<file path="config.mk">
export PLATFORM = sky130hd
export DESIGN_NAME = mips_run_ctrl
export DESIGN_NICKNAME = d
export VERILOG_FILES = /design/src/rtl/mips_run_pkg.sv /design/src/rtl/mips_pc_stall_det.sv /design/src/rtl/mips_run_ctrl.sv
export SDC_FILE = /design/constraint.sdc
export NUM_CORES = 1
export LEC_CHECK = 0
export BUFFER_PORTS_ARGS = -buffer_cell sky130_fd_sc_hd__buf_2
export CAP_MARGIN = 10
export CORE_AREA = 2 2 123 125
export DETAILED_ROUTE_END_ITERATION = 8
export DIE_AREA = 0 0 125 127
export SLEW_MARGIN = 30
export SYNTH_ARGS = -nofsm -noshare
export SYNTH_HDL_FRONTEND = slang
export SYNTH_SLANG_ARGS = --single-unit
export TNS_END_PERCENT = 1
</file>
<file path="constraint.sdc">
create_clock -name clk -period 2.45 [get_ports clk]
set_input_delay 0.49 -clock clk [delete_from_list [all_inputs] [get_ports clk]]
set_output_delay 0.49 -clock clk [all_outputs]
set_load 0.02 [all_outputs]
</file>
<file path="src/rtl/mips_run_pkg.sv">
// Shared types and default constants for the top_MIPS run controller.
package mips_run_pkg;

    typedef enum logic [2:0] {
        ST_IDLE    = 3'd0,
        ST_HOLD    = 3'd1,
        ST_RUN     = 3'd2,
        ST_DONE    = 3'd3,
        ST_TIMEOUT = 3'd4
    } run_state_e;

    localparam int          DEF_RESET_CYCLES = 2;
    localparam int          DEF_MAX_CYCLES   = 90;
    localparam int          DEF_STALL_CYCLES = 4;
    localparam logic [31:0] DEF_HALT_PC      = 32'h0000_003C;

endpackage

</file>
<file path="src/rtl/mips_pc_stall_det.sv">
// Self-loop detector: flags when the PC has been sampled unchanged for
// STALL_CYCLES consecutive enabled samples.
module mips_pc_stall_det #(
    parameter int PC_WIDTH     = 32,
    parameter int STALL_CYCLES = 4
) (
    input  logic                clk,
    input  logic                rst_n,
    input  logic                i_clr,
    input  logic                i_en,
    input  logic [PC_WIDTH-1:0] i_pc,
    output logic                o_stalled
);
    localparam int              SW      = $clog2(STALL_CYCLES) + 1;
    localparam logic [SW-1:0]   CNT_MAX = SW'(STALL_CYCLES - 1);

    logic [PC_WIDTH-1:0] r_prev_pc;
    logic                r_prev_vld;
    logic [SW-1:0]       r_cnt;
    logic                w_same;
    logic [SW-1:0]       w_cnt_next;

    // The first sample after a clear only loads the reference; it has no predecessor.
    assign w_same = r_prev_vld && (i_pc == r_prev_pc);

    always_comb begin
        w_cnt_next = '0;
        if (w_same) begin
            w_cnt_next = (r_cnt == CNT_MAX) ? r_cnt : r_cnt + 1'b1;
        end
    end

    assign o_stalled = i_en && w_same && (w_cnt_next == CNT_MAX);

    always_ff @(posedge clk or negedge rst_n) begin
        if (!rst_n) begin
            r_prev_pc  <= '0;
            r_prev_vld <= 1'b0;
            r_cnt      <= '0;
        end else if (i_clr) begin
            r_prev_pc  <= '0;
            r_prev_vld <= 1'b0;
            r_cnt      <= '0;
        end else if (i_en) begin
            r_prev_vld <= 1'b1;
            r_cnt      <= w_cnt_next;
            if (!w_same) begin
                r_prev_pc <= i_pc;
            end
        end
    end

endmodule

</file>
<file path="src/rtl/mips_run_ctrl.sv">
// Run controller for top_MIPS: holds the core in reset, runs it, and stops it
// on a halt PC, a self-looping PC, or a watchdog timeout.
module mips_run_ctrl
    import mips_run_pkg::*;
#(
    parameter int                  PC_WIDTH     = 32,
    parameter int                  CNT_WIDTH    = 16,
    parameter int                  RESET_CYCLES = DEF_RESET_CYCLES,
    parameter int                  MAX_CYCLES   = DEF_MAX_CYCLES,
    parameter int                  STALL_CYCLES = DEF_STALL_CYCLES,
    parameter logic [PC_WIDTH-1:0] HALT_PC      = PC_WIDTH'(DEF_HALT_PC),
    parameter bit                  HALT_PC_EN   = 1'b1,
    parameter bit                  AUTO_START   = 1'b1
) (
    input  logic                 clk,
    input  logic                 reset,
    input  logic                 start,
    input  logic [PC_WIDTH-1:0]  pc_in,
    output logic                 core_reset,
    output logic                 core_run,
    output logic                 busy,
    output logic                 done,
    output logic                 timeout,
    output logic [CNT_WIDTH-1:0] cycle_count,
    output logic [PC_WIDTH-1:0]  final_pc,
    output logic [2:0]           o_dbg_state
);
    localparam int                   HOLD_W    = $clog2(RESET_CYCLES) + 1;
    localparam logic [HOLD_W-1:0]    HOLD_LAST = HOLD_W'(RESET_CYCLES - 1);
    localparam logic [CNT_WIDTH-1:0] CNT_LAST  = CNT_WIDTH'(MAX_CYCLES - 1);

    run_state_e           r_state, w_state_next;
    logic [HOLD_W-1:0]    r_hold_cnt, w_hold_next;
    logic [CNT_WIDTH-1:0] r_cycle_count, w_count_next;
    logic [PC_WIDTH-1:0]  r_final_pc, w_final_pc_next;
    logic                 r_done, w_done_next;
    logic                 r_timeout, w_timeout_next;
    logic                 r_core_reset, r_core_run, r_busy;
    logic                 w_in_run, w_stalled, w_halt, w_last_cycle;

    assign w_in_run = (r_state == ST_RUN);

    mips_pc_stall_det #(
        .PC_WIDTH     (PC_WIDTH),
        .STALL_CYCLES (STALL_CYCLES)
    ) u_stall_det (
        .clk       (clk),
        .rst_n     (reset),
        .i_clr     (!w_in_run),
        .i_en      (w_in_run),
        .i_pc      (pc_in),
        .o_stalled (w_stalled)
    );

    assign w_halt       = (HALT_PC_EN && (pc_in == HALT_PC)) || w_stalled;
    assign w_last_cycle = (r_cycle_count == CNT_LAST);

    always_comb begin
        w_state_next    = r_state;
        w_hold_next     = r_hold_cnt;
        w_count_next    = r_cycle_count;
        w_done_next     = r_done;
        w_timeout_next  = r_timeout;
        w_final_pc_next = r_final_pc;
        case (r_state)
            ST_IDLE: begin
                if (start || AUTO_START) w_state_next = ST_HOLD;
            end
            ST_HOLD: begin
                if (r_hold_cnt == HOLD_LAST) w_state_next = ST_RUN;
                else                         w_hold_next  = r_hold_cnt + 1'b1;
            end
            ST_RUN: begin
                // Halt takes priority over a timeout landing on the same cycle.
                w_count_next = r_cycle_count + 1'b1;
                if (w_halt) begin
                    w_state_next    = ST_DONE;
                    w_done_next     = 1'b1;
                    w_final_pc_next = pc_in;
                end else if (w_last_cycle) begin
                    w_state_next    = ST_TIMEOUT;
                    w_timeout_next  = 1'b1;
                    w_final_pc_next = pc_in;
                end
            end
            ST_DONE, ST_TIMEOUT: begin
                if (start) w_state_next = ST_HOLD;
            end
            default: w_state_next = ST_IDLE;
        endcase
        if ((w_state_next == ST_HOLD) && (r_state != ST_HOLD)) begin
            w_hold_next     = '0;
            w_count_next    = '0;
            w_done_next     = 1'b0;
            w_timeout_next  = 1'b0;
            w_final_pc_next = '0;
        end
    end

    always_ff @(posedge clk or negedge reset) begin
        if (!reset) begin
            r_state       <= ST_IDLE;
            r_hold_cnt    <= '0;
            r_cycle_count <= '0;
            r_done        <= 1'b0;
            r_timeout     <= 1'b0;
            r_final_pc    <= '0;
            r_core_reset  <= 1'b1;
            r_core_run    <= 1'b0;
            r_busy        <= 1'b0;
        end else begin
            r_state       <= w_state_next;
            r_hold_cnt    <= w_hold_next;
            r_cycle_count <= w_count_next;
            r_done        <= w_done_next;
            r_timeout     <= w_timeout_next;
            r_final_pc    <= w_final_pc_next;
            r_core_reset  <= (w_state_next == ST_IDLE) || (w_state_next == ST_HOLD);
            r_core_run    <= (w_state_next == ST_RUN);
            r_busy        <= (w_state_next == ST_HOLD) || (w_state_next == ST_RUN);
        end
    end

    assign core_reset  = r_core_reset;
    assign core_run    = r_core_run;
    assign busy        = r_busy;
    assign done        = r_done;
    assign timeout     = r_timeout;
    assign cycle_count = r_cycle_count;
    assign final_pc    = r_final_pc;
    assign o_dbg_state = r_state;

endmodule

</file>
* Yosys cells after proc, flatten, opt, wreduce, memory -nomap -nowiden
Cells that the tools add are included.
Word-level totals: flip-flop bits (word level) 94, bits of input ports 35, output and inout bits 56, logic and storage cells 77
Operators by class: $add $sub $neg 3, eq/ne operators 16, mux-type cells 27, reduce and logical (&&, ||, !) cells 19
Operators by type and width (number):
- $mux W32 | 6
- $eq A32 B32 Y1 | 1
- $eq A32 B6 Y1 const B | 1
- $mux W16 | 2
- $mux W3 | 7
- $add A16 B1 Y16 const B | 1
- $eq A16 B7 Y1 const B | 1
- $eq A3 B2 Y1 const B | 5
- $pmux W3 S4 | 1
- $mux W1 | 8
- $reduce_bool A2 Y1 | 4
- $eq A3 B1 Y1 const B | 2
- $logic_not A3 Y1 | 2
- $mux W2 | 3
- $reduce_and A2 Y1 | 3
- $logic_and A1 B1 Y1 | 4
- $ne A2 B1 Y1 const B | 2
- $add A3 B1 Y3 const B | 1
- $eq A3 B3 Y1 const B | 1
- $logic_or A1 B1 Y1 | 3
- $ne A3 B1 Y1 const B | 1
- $reduce_and A3 Y1 | 1
- $reduce_bool A3 Y1 | 1
- $add A2 B1 Y2 const B | 1
- other kinds (3) | 3

* Longest topological paths before layout
depth after elaboration 12, mapped depth 9, depth with buffers taken out 8

* Modules after synthesis
From an unflattened synthesis, not the netlist that was laid out.
Second synthesis, totals: cells, all modules 503, area, all modules 4957.3 sq um
Modules (own cells, without submodules):
- mips_run_ctrl | instances 1, cells an instance 290, area an instance 2745.1 sq um, sequential area each 1452.6 sq um
- mips_pc_stall_det | instances 1, cells an instance 213, area an instance 2212.1 sq um, sequential area each 900.9 sq um

* Worst setup path after synthesis
Ideal clock, no wire load.
kind reg-to-reg, start point register u_stall_det.r_cnt[0], end point register r_final_pc[10], in the netlist final_pc[10], library setup time 0.132 ns, arrival 2.115 ns, data required time 2.318 ns, path slack 0.203 ns, stages on the path, launching flop included 9, path buffers 1, period minus slack after synthesis 2.247 ns, path through dfrtp_1 > ha_1 > or3b_1 > a21o_1 > a2111oi_4 > a311oi_4 > buf_6 > mux2i_1 > nor2_1
On the way: longest elaborated chain between the ends 12, elaborated cells on any way between the ends 17, those cells by class 1 x add/sub; 3 x eq/ne; 7 x mux; 6 x reduce/logical
Ends and longest elaborated chain:
- start: declaration | line mips_pc_stall_det.sv:19 | logic [SW-1:0] r_cnt;
- start signal: assignment | line mips_pc_stall_det.sv:46 | r_cnt <= w_cnt_next;
- $add A3 B1 Y3 / $eq A3 B2 Y1 (equally long branches) | line mips_pc_stall_det.sv:29 | w_cnt_next = (r_cnt == CNT_MAX) ? r_cnt : r_cnt + 1'b1;
- $mux W3 (*) | line mips_pc_stall_det.sv:29
- $mux W3 (*) | line mips_pc_stall_det.sv:28 | if (w_same) begin
- $eq A3 B2 Y1 (*) | line mips_pc_stall_det.sv:33 | assign o_stalled = i_en && w_same && (w_cnt_next == CNT_MAX);
- $logic_and A1 B1 Y1 (*) | line mips_pc_stall_det.sv:33
- $logic_or A1 B1 Y1 (*) | line mips_run_ctrl.sv:55 | assign w_halt = (HALT_PC_EN && (pc_in == HALT_PC)) || w_stalled;
- $mux W3 | line mips_run_ctrl.sv:76 | if (w_halt) begin
- $pmux W3 S4 | line mips_run_ctrl.sv:65 | case (r_state)
- $eq A3 B1 Y1 | line mips_run_ctrl.sv:91 | if ((w_state_next == ST_HOLD) && (r_state != ST_HOLD)) begin
- $logic_and A1 B1 Y1 | line mips_run_ctrl.sv:91
- $reduce_bool A3 Y1 (no line) / $reduce_bool A2 Y1 (equally long branches)
- $reduce_and A2 Y1 (no line)
- end signal: assignment | line mips_run_ctrl.sv:117 | r_final_pc <= w_final_pc_next;
- end: declaration | line mips_run_ctrl.sv:35 | logic [PC_WIDTH-1:0] r_final_pc, w_final_pc_next;
Every way passes the cells marked *; elsewhere a longest branch is shown, timed or not. The select of a mux whose other input is x is not followed. A chain may end at the register's enable or synchronous reset.

* Worst setup path after layout
start point register u_stall_det.r_cnt[0], end point register r_final_pc[21], in the netlist final_pc[21]
Same word-level chain as after synthesis.

==> impl_metrics.yaml <==
sta:
  setup_violations: 0
  max_freq_mhz: 416
  slew_viol_final: 0
  hold_violations: 0
  fin_crit_sh: 0.981
  tightest_slew_ps: 556
  rsz0062_at_grt: "true"
  fin_crit_ps: 2400
  timing.final.ws_setup_ps: 47.4
  slew_headroom: 0.628
  clock-skew-final_ps: 3.90
yosys:
  yosysMostFrequentCell: "dfrtp_1"
  avgSynthCellArea_um2: 11.4
  ys_ff_latch: 94
  synth.top_cells.by_area: "dfrtp_1 (55%), mux2i_1 (8.0%), xnor2_1 (6.4%), nor2_1 (5.1%), and2_1 (4.7%)"
  synth_area_um2: 4270
  syn-num-nets: 415
  synthCells: 376
  synth-main-ff-cell: "dfrtp_1"
  synth_common_cells: "dfrtp_1 (93), nor2_1 (58), mux2i_1 (34), and2_1 (32), xnor2_1 (31)"
  ys_seq_area_frac: 0.551
  ys_types: 46
  ys_warn_count: 0
  synth_edf_count: 0
  synth_async_sr_flop_share: 1.00
  yosysTopAreaCell: "dfrtp_1"
  synth_top_area_share: 0.545
die:
  die-area_um2: 15900
  ios: 91
  start_util: 0.296
  core_um2: 14400
  rows: 44
  die_h_um: 127
  die_x_um: 125
pwr:
  pwr-share-comb: 0.060
  p_seq_frac: 0.517
  sw_frac_of_total: 0.230
  pwr_density_cell_nw_per_um2: 581
  cellLeakagePower_uw: 0.00264
  clkPwrFrac: 0.423
  peakVddDrop_uv: 367
  power_switching_uw: 707
  power.internal_uw: 2370
clock_tree:
  clock_path_buffers: 2
  cts_buffers: 9
  cts_sinks: 94
  post_cts_buffers: 0
  clkSlewWorstSetupHoldPaths_ps: 60
  worstSkewPairLatency_ps: 350
  cts_tree: "built"
  htreeDepth: 3
  cts_root_buffer: "clkbuf_16"
detailed_routing:
  drt-wirelength-per-cell_um: 15.2
  ant_nets: 0
  routed_wl_um: 10100
  first_iter_violations: 204
  drt_pass1_iterations: 4
  drc: 0
  vias_per_cell: 4.58
  vias: 3050
grt:
  antenna_found_initial: 0
  grt_pass1_wl_um: 16800
  grt_start_max_net_pins: 35
  track_usage: 0.136
  first_global_vias: 3198
  grt.overflow.total: 0
critical_path:
  start_kind: "flip-flop"
  arrival_ps: 2630
  critPathRequiredTime_ps: 2680
  end_kind: "flip-flop"
  cp_top_family: "compound AO/OA/AOI/OAI gates"
  crit_slowest_cell: "dfrtp_2"
  path_class: "flip-flop to flip-flop"
  crit_fanout: 29
  path_buf_inv: 1
  path_cells: "ha_4, or3b_1, a21o_1, a2111oi_4, a311oi_4, buf_12, mux2i_1, nor2_1"
  critPathMaxStageDelay_ps: 450
run:
  cap_violations: 0
hold_path:
  min_path_type: "primary input to asynchronous set/reset pin"
layout:
  nFillCells: 1471
  nets: 517
  utilization: 0.367
  area_growth_pct: 24.1
  final_area_um2: 5300
  num_antenna_cells: 0
  drive_gt1_frac: 0.268
placed_design:
  dp_hpwl_um: 7540
  gp_congestion: 0.793
  post-place-ws_ps: 4.65
  io_buffers: 90
  dpl-instance-area_um2: 5010
run_status:
  status: "completed"
## cell type report
| type | instances | area (um2) | share of cell area |
|---|---|---|---|
| clock buffer | 10 | 239 | 0.0451 |
| clock inverter | 5 | 35.0 | 0.00661 |
| inverter | 8 | 30.0 | 0.00567 |
| multi-input combinational | 261 | 1830 | 0.345 |
| sequential | 94 | 2350 | 0.444 |
| tap | 184 | 230 | 0.0434 |
| timing repair buffer | 104 | 583 | 0.110 |
## sequential cells by signal (all words and copies together), names as in the netlist, 2 cells and up
register,cells
cycle_count,16
final_pc,32
o_dbg_state,3
r_hold_cnt,2
u_stall_det.r_cnt,3
u_stall_det.r_prev_pc,32
## power groups by stage
stage               logic [uW]  clock network (uW)  registers (uW)
CTS                        193                1350            1590
finish                     186                1300            1590
global placement           188                   0            1620
floorplan                 76.4                   0            1620
global route               211                1420            1590
detailed placement         192                   0            1620
## worst register-to-register path, stage by stage (launching register included)
cell       delay, ps
dfrtp_2          450
ha_4             280
or3b_1           340
a21o_1           190
a2111oi_4        370
a311oi_4         160
buf_12           230
mux2i_1          200
nor2_1            60
## per-stage QoR
step,hold slack [ps],total power (uW),cells,setup TNS (ps)
after CTS,75.4,3140,666,-16.3
after floorplan,194,1690,376,0
after global placement,445,1810,651,0
after global routing,96.7,3220,666,-967
final,67.6,3080,666,0
after detailed placement,454,1810,651,0
## placed cells by master (no fill, tap or decap), drive strengths merged, types with 2 or more instances in the layout
master / netlist / routed
dfrtp: 93 / 93
and2: 32 / 32
xor2: 14 / 14
a21o: 2 / 2
buf: 4 / 104
nor2b: 5 / 5
clkbuf: 9 / 10
or3b: 2 / 2
nor4: 8 / 8
o21ai: 6 / 6
nand4: 12 / 12
nand3: 8 / 8
nand2: 9 / 9
xnor2: 31 / 31
nor3: 4 / 4
o21a: 2 / 2
and4: 2 / 2
and3: 5 / 5
inv: 8 / 9
ha: 4 / 4
a21oi: 4 / 4
mux2i: 34 / 34
nand2b: 2 / 2
nor2: 58 / 58
nor4bb: 2 / 2
clkinv: 0 / 3
## worst paths after layout
path,from,end,slack (ps),depth (start not counted)
max reg2reg,u_stall_det.r_cnt[0],final_pc[21],50,8
min reg2reg,r_hold_cnt[0],r_hold_cnt[0],490,1
min in group clk,pc_in[30],u_stall_det.r_prev_pc[30],410,2
max,u_stall_det.r_cnt[0],final_pc[21],50,8
min,reset,core_run,70,1
max in group asynchronous,reset,core_reset,1700,2
## cells by family after synthesis
logic type	after synthesis	synth area share
simple gates	156	0.198
flops	94	0.551
xor+xnor	45	0.0923
mux	34	0.0797
compound gates	22	0.0434
buf+inv	21	0.0240
fa+ha+maj	4	0.0117
## per-layer routing
layer	GRT usage	part of all wire	up-vias
met3	0.0402	0.051	16
met5	0	0	-
li1	-	-	1471
met2	0.223	0.50	81
met1	0.169	0.43	1482
met4	0.0536	0.020	0
## timing repair
| action | CTS | global route |
|---|---|---|
| pin swaps | 0 | 2 |
| cloned | 0 | 0 |
| endpoints found under the setup margin | 4 | 34 |
| gates resized for setup | 0 | 2 |
| hold buffers | 0 | 0 |
Note: power is estimated with default switching activity, not from simulation.
